`config.mk`:
```
export PLATFORM = sky130hd
export DESIGN_NAME = mlp_inference_sequencer_flat
export DESIGN_NICKNAME = d
export VERILOG_FILES = /design/src/rtl/mlp_inference_sequencer_if.sv /design/src/rtl/mlp_inference_sequencer.sv /design/src/flat_wrapper.sv
export SDC_FILE = /design/constraint.sdc
export NUM_CORES = 1
export LEC_CHECK = 0
export ABC_CLOCK_PERIOD_IN_PS = 7000
export BUFFER_PORTS_ARGS = -buffer_cell sky130_fd_sc_hd__buf_2
export CAP_MARGIN = 20
export CORE_AREA = 2 2 157 121
export CTS_CLUSTER_DIAMETER = 80
export DETAILED_ROUTE_END_ITERATION = 8
export DIE_AREA = 0 0 159 123
export GPL_TIMING_DRIVEN = 0
export PLACE_DENSITY = 0.8
export SLEW_MARGIN = 5
export SYNTH_ARGS = -nofsm -noshare
export SYNTH_HDL_FRONTEND = slang
export SYNTH_SLANG_ARGS = --single-unit
```
`constraint.sdc`:
```
create_clock -name clk -period 7 [get_ports clk]
set_input_delay 0.7 -clock clk [delete_from_list [all_inputs] [get_ports clk]]
set_output_delay 0.7 -clock clk [all_outputs]
set_load 0.01 [all_outputs]
```
`src/rtl/mlp_inference_sequencer_if.sv`:
```
// Handshake and data bundle between the host/layer instances and the MLP inference sequencer.
// The master modport is the host/layer side and the slave modport is the sequencer.
interface mlp_inference_sequencer_if #(
   parameter int NUM_CLASSES = 10,
   parameter int DATA_W      = 16,
   parameter int IDX_W       = 4
);
   logic                     start;
   logic                     busy;
   logic                     l1_enable;
   logic                     l1_done;
   logic                     l2_enable;
   logic                     l2_done;
   logic signed [DATA_W-1:0] l2_out [NUM_CLASSES];
   logic [IDX_W-1:0]         class_idx;
   logic signed [DATA_W-1:0] class_score;
   logic                     done;
   logic                     error;

   modport master (
      output start, l1_done, l2_done, l2_out,
      input  busy, l1_enable, l2_enable, class_idx, class_score, done, error
   );

   modport slave (
      input  start, l1_done, l2_done, l2_out,
      output busy, l1_enable, l2_enable, class_idx, class_score, done, error
   );
endinterface

```
`src/rtl/mlp_inference_sequencer.sv`:
```
// Two-layer MLP inference controller: sequences layer 1 then layer 2, snapshots layer-2 outputs, sequential argmax.
// Optional per-layer watchdog enabled by defining MLP_SEQ_TIMEOUT_EN.
module mlp_inference_sequencer #(
   parameter int NUM_CLASSES = 10,
   parameter int DATA_W      = 16,
   parameter int IDX_W       = 4,
   parameter int TIMEOUT_CYC = 1024
) (
   input logic                     clk,
   input logic                     reset,
   mlp_inference_sequencer_if.slave bus
);

   if (NUM_CLASSES < 2) begin : g_chk_classes
      $error("NUM_CLASSES must be at least 2");
   end
   if ((1 << IDX_W) < NUM_CLASSES) begin : g_chk_idx_w
      $error("IDX_W too narrow for NUM_CLASSES");
   end
   if (TIMEOUT_CYC < 1) begin : g_chk_timeout
      $error("TIMEOUT_CYC must be at least 1");
   end

   typedef enum logic [2:0] {IDLE, L1_RUN, L2_RUN, ARGMAX, DONE} state_t;

   localparam logic [IDX_W-1:0] LAST_IDX = IDX_W'(NUM_CLASSES - 1);

   state_t state_reg, state_next;

   logic signed [DATA_W-1:0] snap_reg [NUM_CLASSES];
   logic signed [DATA_W-1:0] best_val_reg;
   logic [IDX_W-1:0]         best_idx_reg;
   logic [IDX_W-1:0]         scan_idx_reg;

   logic                     l1_enable_reg, l1_enable_next;
   logic                     l2_enable_reg, l2_enable_next;
   logic                     busy_reg, busy_next;
   logic                     done_reg, done_next;
   logic [IDX_W-1:0]         class_idx_reg, class_idx_next;
   logic signed [DATA_W-1:0] class_score_reg, class_score_next;

   logic capture;
   logic start_accept;
   logic last_scan;
   logic timeout;
   logic error_flag;

   assign capture      = (state_reg == L2_RUN) && bus.l2_done;
   assign start_accept = (state_reg == IDLE) && bus.start;
   assign last_scan    = (scan_idx_reg == LAST_IDX);

`ifdef MLP_SEQ_TIMEOUT_EN
   localparam int CNT_W = $clog2(TIMEOUT_CYC + 1);

   logic [CNT_W-1:0] cyc_cnt_reg;
   logic             error_reg;
   logic             layer_entry;
   logic             layer_running;

   assign layer_entry   = ((state_next == L1_RUN) && (state_reg != L1_RUN)) ||
                          ((state_next == L2_RUN) && (state_reg != L2_RUN));
   assign layer_running = (state_reg == L1_RUN) || (state_reg == L2_RUN);

   // Fires in the last allowed cycle of a layer run if that layer has not reported done.
   assign timeout = (cyc_cnt_reg == CNT_W'(TIMEOUT_CYC - 1)) &&
                    (((state_reg == L1_RUN) && !bus.l1_done) ||
                     ((state_reg == L2_RUN) && !bus.l2_done));

   always_ff @(posedge clk) begin
      if (reset) begin
         cyc_cnt_reg <= '0;
      end else if (layer_entry) begin
         cyc_cnt_reg <= '0;
      end else if (layer_running) begin
         cyc_cnt_reg <= cyc_cnt_reg + 1'b1;
      end
   end

   always_ff @(posedge clk) begin
      if (reset) begin
         error_reg <= 1'b0;
      end else if (start_accept) begin
         error_reg <= 1'b0;
      end else if (timeout) begin
         error_reg <= 1'b1;
      end
   end

   assign error_flag = error_reg;
`else
   assign timeout    = 1'b0;
   assign error_flag = 1'b0;
`endif

   always_ff @(posedge clk) begin
      if (reset) begin
         state_reg <= IDLE;
      end else begin
         state_reg <= state_next;
      end
   end

   always_comb begin
      state_next = state_reg;
      case (state_reg)
         IDLE:    if (bus.start) state_next = L1_RUN;
         L1_RUN: begin
            if (bus.l1_done)  state_next = L2_RUN;
            else if (timeout) state_next = DONE;
         end
         L2_RUN: begin
            if (bus.l2_done)  state_next = ARGMAX;
            else if (timeout) state_next = DONE;
         end
         ARGMAX:  if (last_scan) state_next = DONE;
         DONE:    state_next = IDLE;
         default: state_next = IDLE;
      endcase
   end

   // Outputs are looked ahead from state_next so the registered enables line up with the state.
   always_comb begin
      l1_enable_next   = (state_next == L1_RUN);
      l2_enable_next   = (state_next == L2_RUN);
      busy_next        = (state_next != IDLE);
      done_next        = (state_reg == DONE);
      class_idx_next   = class_idx_reg;
      class_score_next = class_score_reg;
      if ((state_reg == DONE) && !error_flag) begin
         class_idx_next   = best_idx_reg;
         class_score_next = best_val_reg;
      end
   end

   always_ff @(posedge clk) begin
      if (reset) begin
         l1_enable_reg   <= 1'b0;
         l2_enable_reg   <= 1'b0;
         busy_reg        <= 1'b0;
         done_reg        <= 1'b0;
         class_idx_reg   <= '0;
         class_score_reg <= '0;
      end else begin
         l1_enable_reg   <= l1_enable_next;
         l2_enable_reg   <= l2_enable_next;
         busy_reg        <= busy_next;
         done_reg        <= done_next;
         class_idx_reg   <= class_idx_next;
         class_score_reg <= class_score_next;
      end
   end

   genvar gi;
   generate
      for (gi = 0; gi < NUM_CLASSES; gi++) begin : g_snap
         always_ff @(posedge clk) begin
            if (reset) begin
               snap_reg[gi] <= '0;
            end else if (capture) begin
               snap_reg[gi] <= bus.l2_out[gi];
            end
         end
      end
   endgenerate

   // Strictly-greater signed compare so ties keep the lower index.
   always_ff @(posedge clk) begin
      if (reset) begin
         best_val_reg <= '0;
         best_idx_reg <= '0;
         scan_idx_reg <= '0;
      end else if (capture) begin
         best_val_reg <= bus.l2_out[0];
         best_idx_reg <= '0;
         scan_idx_reg <= IDX_W'(1);
      end else if (state_reg == ARGMAX) begin
         if (snap_reg[scan_idx_reg] > best_val_reg) begin
            best_val_reg <= snap_reg[scan_idx_reg];
            best_idx_reg <= scan_idx_reg;
         end
         scan_idx_reg <= scan_idx_reg + 1'b1;
      end
   end

   assign bus.l1_enable   = l1_enable_reg;
   assign bus.l2_enable   = l2_enable_reg;
   assign bus.busy        = busy_reg;
   assign bus.done        = done_reg;
   assign bus.class_idx   = class_idx_reg;
   assign bus.class_score = class_score_reg;
   assign bus.error       = error_flag;

endmodule

```
`src/flat_wrapper.sv`:
```
// flat-port wrapper written by rule: the top's interface ports become plain ports
module mlp_inference_sequencer_flat 
#(
   parameter int NUM_CLASSES = 10,
   parameter int DATA_W      = 16,
   parameter int IDX_W       = 4,
   parameter int TIMEOUT_CYC = 1024
)
  (clk, reset, bus_start, bus_l1_done, bus_l2_done, bus_l2_out, bus_busy, bus_l1_enable, bus_l2_enable, bus_class_idx, bus_class_score, bus_done, bus_error);
  mlp_inference_sequencer_if #(.NUM_CLASSES(NUM_CLASSES), .DATA_W(DATA_W), .IDX_W(IDX_W)) bus_i ();
  input logic clk;
  input logic reset;
  input wire logic [$bits(bus_i.start)-1:0] bus_start;
  input wire logic [$bits(bus_i.l1_done)-1:0] bus_l1_done;
  input wire logic [$bits(bus_i.l2_done)-1:0] bus_l2_done;
  input wire logic [$bits(bus_i.l2_out)-1:0] bus_l2_out;
  output wire logic [$bits(bus_i.busy)-1:0] bus_busy;
  output wire logic [$bits(bus_i.l1_enable)-1:0] bus_l1_enable;
  output wire logic [$bits(bus_i.l2_enable)-1:0] bus_l2_enable;
  output wire logic [$bits(bus_i.class_idx)-1:0] bus_class_idx;
  output wire logic [$bits(bus_i.class_score)-1:0] bus_class_score;
  output wire logic [$bits(bus_i.done)-1:0] bus_done;
  output wire logic [$bits(bus_i.error)-1:0] bus_error;
  assign bus_i.start = bus_start;
  assign bus_i.l1_done = bus_l1_done;
  assign bus_i.l2_done = bus_l2_done;
  assign bus_i.l2_out = {>>{bus_l2_out}};
  assign bus_busy = bus_i.busy;
  assign bus_l1_enable = bus_i.l1_enable;
  assign bus_l2_enable = bus_i.l2_enable;
  assign bus_class_idx = bus_i.class_idx;
  assign bus_class_score = bus_i.class_score;
  assign bus_done = bus_i.done;
  assign bus_error = bus_i.error;
  mlp_inference_sequencer #(.NUM_CLASSES(NUM_CLASSES), .DATA_W(DATA_W), .IDX_W(IDX_W), .TIMEOUT_CYC(TIMEOUT_CYC)) u_core (.clk(clk), .reset(reset), .bus(bus_i));
endmodule
```
Yosys cells after proc, flatten, opt, wreduce, memory -nomap -nowiden. Memories as Yosys holds them, arrays and structs flattened. Index checks and enable logic that the tools add are counted.

Add/sub/neg operators: 1. Magnitude comparators: 1. Eq/ne operators: 7. Mux-type cells: 25. Bitwise gates (word level): 10. Reduce and logical (&&, ||, !) cells: 8.

Operators by type and width (number): $mux W16 (13); $gt A16 B16 Y1 (1); $mux W3 (4); $pmux W3 S4 (1); $or A1 B1 Y1 (10); $eq A3 B2 Y1 const B (3); $mux W1 (7); $eq A3 B1 Y1 const B (2); $add A4 B1 Y4 const B (1); $eq A4 B4 Y1 const B (1); $reduce_and A2 Y1 (2); $reduce_bool A2 Y1 (2); $eq A3 B3 Y1 const B (1); $logic_not A3 Y1 (1); $reduce_bool A3 Y1 (1); $reduce_or A2 Y1 (1); $logic_and A1 B1 Y1 (1).

Bits in registers: 51. Memory bits (writable): 160. Bits of input ports: 165. Output and inout port bits: 25. Word-level logic and storage cells: 64. Memories: 1.

Memories: u_core.snap_reg (words 10, bits a word 16, read ports 1, clocked after memory_dff 0, wr ports 10, RTL line mlp_inference_sequencer.sv:30) `logic signed [DATA_W-1:0] snap_reg [NUM_CLASSES];`.

Longest topological paths before layout.
Depth after elaboration: 6. Depth in mapped cells: 14.

Worst setup path after synthesis. Ideal clock, no wire load.

Path type: input to register. Start: input port bus_l2_done. End: memory u_core.snap_reg[0][0], enable pin. Setup time: 514 ps. Arrival time: 4794 ps. Path slack: 1692 ps. Cell stages on the path: 5. Buffers on the path: 2. Cell sequence: nor4bb_1 clkbuf_1 clkbuf_1 nor2_1 inv_1.

RTL lines: start: declaration (RTL line flat_wrapper.sv:15) `input wire logic [$bits(bus_i.l2_done)-1:0] bus_l2_done;`; end: declaration (RTL line mlp_inference_sequencer.sv:30).

Worst setup path in the final report.
Start: register u_core.scan_idx_reg[1]. End: register u_core.best_val_reg[14].

Word-level cells in the longest chain between the ends: 4. Elaborated cells on any way between the ends: 7. Classes of those cells: order compare (1); mux (3); reduce/logical (2); memory (1).

Ends and longest elaborated chain: start: declaration (RTL line mlp_inference_sequencer.sv:33) `logic [IDX_W-1:0] scan_idx_reg;`; start signal: assignment (RTL line mlp_inference_sequencer.sv:181) `scan_idx_reg <= scan_idx_reg + 1'b1;`; $mem_v2 Z10 W16 (*); $gt A16 B16 Y1 or $mux W16 (tied branches) (RTL line mlp_inference_sequencer.sv:177) `if (snap_reg[scan_idx_reg] > best_val_reg) begin`; $reduce_bool A2 Y1 (no source line) or $mux W16 (tied branches); $reduce_and A2 Y1 (no source line) or $mux W16 (tied branches); end signal: assignment (RTL line mlp_inference_sequencer.sv:173) `best_val_reg <= bus.l2_out[0];`; end signal: assignment (RTL line mlp_inference_sequencer.sv:178) `best_val_reg <= snap_reg[scan_idx_reg];`; end: declaration (RTL line mlp_inference_sequencer.sv:31) `logic signed [DATA_W-1:0] best_val_reg;`.

Mark *: on every way between the ends. The rest lies on a longest branch, timed or not. The select of a mux whose other input is x is not followed. A chain may end at the register's enable or synchronous reset.

==> impl_metrics.tcl <==
set metrics [dict create \
    setup_tns_ns 0 \
    finalHoldViolations 0 \
    nNetsFinal 1175 \
    post_cts_buffers 0 \
    async_reset_ff_frac 0 \
    synth.yosys.seq_area_share 0.586 \
    cts_max_level 1 \
    outcome "finished, final reports clean" \
    synth.ff_latch_count 211 \
    slew_headroom 0.499 \
    r2r-start "u_core.scan_idx_reg[1]" \
    utilization 0.659 \
    fmax_ghz 0.221 \
    cts_resized 0 \
    critPathArrivalTime_ns 4.92 \
    cts_tree "built" \
    critPathMaxFanout 10 \
    power_mw 2.82 \
    powerDensity_mw_per_mm2 237 \
    initial_core_util 0.550 \
    netlist_area_sq_mm 0.00995 \
    period_share 0.646 \
    grt_use_total 0.248 \
    min_from "u_core.bus.class_score[6]" \
    clkSlewWorstSetupHoldPaths_ns 0.07 \
    rsz0062_at_grt "false" \
    die_w_um 159 \
    gr-total-overflow 0 \
    firstDrtPassIters 5 \
    grt_pass1_wl_um 36500 \
    io_buffer_count 188 \
    die_h_um 123 \
    yosysWarnings 0 \
    vias_per_cell 5.58 \
    clkLatencyLatePin_ns 0.50 \
    layout-drive-gt1-share 0.302 \
    tightest_slew_ns 0.751 \
    cts_buffers 21 \
    die_area_sq_mm 0.0196 \
    cp-startpoint "u_core.scan_idx_reg[1]" \
    ys.flop_type "edfxtp_1" \
    drtIter0Drc 672 \
    crit_path_end_kind "register" \
    fin_hold_ws_ns 0.450 \
    synth_edf_count 160 \
    cts.path.max_buffers 3 \
    synth.net_count 963 \
    io_pins 190 \
    placed_area_sq_mm 0.0112 \
    skew_ns 0.0221 \
    fp-row-count 43 \
    critical_path_required_ns 7.40 \
    fin_crit_ns 4.52 \
    power.leakage_nw 4.68 \
    gp_congestion 0.959 \
    diodes 0 \
    dr_wl_met3_um 2310 \
    postSynthCellCount 780 \
    cap_viol_max_count 0 \
    ant_nets 0 \
    antenna_found_initial 1 \
    grt_pass1_vias 6801 \
    maxSlewViolCount 0 \
    m1WireLength_um 10400 \
    avgRoutedWirePerCell_um 19.5 \
    core_area_sq_mm 0.0181 \
    hp-class "reg2reg" \
    clock_sinks 211 \
    start_kind "register" \
    synth_cell_types 48 \
    wl_um 24500 \
    grt_max_degree 84 \
    vias 6989 \
    largest_register_ffs 160 \
    syn_to_final_growth_pct 19.7 \
    drc 0 \
    synth.avg_cell_area_sq_um 12.8 \
    routed.top_layer "met5" \
    critPathKind "reg2reg" \
    ir_drop_mv 0.126 \
    dp_hpwl_um 17900 \
    root_buffer "clkbuf_16" \
    dr_wl_met2_um 11000 \
    finalSetupViolCount 0 \
    cts_hold_buffers 0 \
    fin_area_sq_mm 0.0119 \
]
path summary, 6_finish.rpt:
check,endpoint,slack (ns),cells after the start
min reg2reg,u_core.bus.class_score[6],0.45,2
max,u_core.best_val_reg[14],2.48,13
min,u_core.bus.class_score[6],0.45,2
max reg2reg,u_core.best_val_reg[14],2.48,13
worst max-delay path, stage by stage (launching register included):
cell and delay, ns:
dfxtp_1 0.35, buf_2 0.26, clkbuf_1 0.54, mux4_2 0.44
a211oi_1 0.46, a21oi_1 0.12, ha_1 0.37, nand4_1 0.26
nor2_1 0.10, a311oi_2 0.42, nand3_2 0.17, mux2i_4 0.36
buf_6 0.24, mux2_2 0.34
metal layers:
layer / up-vias / GRT usage
met4: 2 / 0.0744
met5: - / 0
li1: 3208 / -
met2: 369 / 0.405
met3: 59 / 0.0426
met1: 3351 / 0.348
cell families after synthesis:
| family | share of synthesized area |
|---|---|
| AOI/OAI and AO/OA | 0.0709 |
| xor gates and xnor gates | 0.00264 |
| muxes | 0.117 |
| and+or+nand+nor | 0.166 |
| buffers and inverters | 0.0345 |
| DFF | 0.586 |
| other | 0.000377 |
| adders and majority gates | 0.0226 |
where the power goes:
group / total (mW) / internal [mW] / switching, mW
logic: 0.285 / 0.129 / 0.155
clock network: 1.12 / 0.648 / 0.469
registers: 1.42 / 1.40 / 0.0173
total: 2.82 / 2.18 / 0.641
final cells by class:
type                            instances  area [sq um]
Inverter                               18          72.6
Tap cell                              247           309
Clock buffer                           26           564
Fill cell                            1409          6170
Timing Repair Buffer                  189           968
Clock inverter                         11           114
Multi-Input combinational cell        494          3780
Buffer                                 57           275
Sequential cell                       211          5830
cell usage in the layout (no fill, tap or decap), types with 18 or more instances in the layout:
cell type / netlist / final
and2_1: 160 / 160
clkbuf_1: 36 / 39
mux2i_1: 21 / 21
buf_2: 10 / 198
nor2_1: 29 / 29
edfxtp_1: 160 / 160
ha_1: 18 / 18
a21oi_1: 60 / 60
nand2_1: 69 / 69
dfxtp_1: 51 / 51
clkbuf_16: 0 / 21
mux4_2: 32 / 32
through the flow:
stage               instances  worst slack (ns)
finish                   1253              2.48
CTS                      1253              2.52
floorplan                 780              1.69
global route             1253              2.26
global placement         1215            0.0581
detailed placement       1216              2.57
cell usage after synthesis, drive strengths merged, types with 18 or more instances:
cell type	instances	area share
mux4	32	0.072
edfxtp	160	0.48
a21oi	60	0.030
ha	18	0.023
clkbuf	36	0.014
nor2	29	0.011
mux2i	22	0.023
inv	18	0.0068
nand2	69	0.026
buf	21	0.014
and2	160	0.10
dfxtp	51	0.10
No activity file was read; power rests on OpenSTA's default activity.
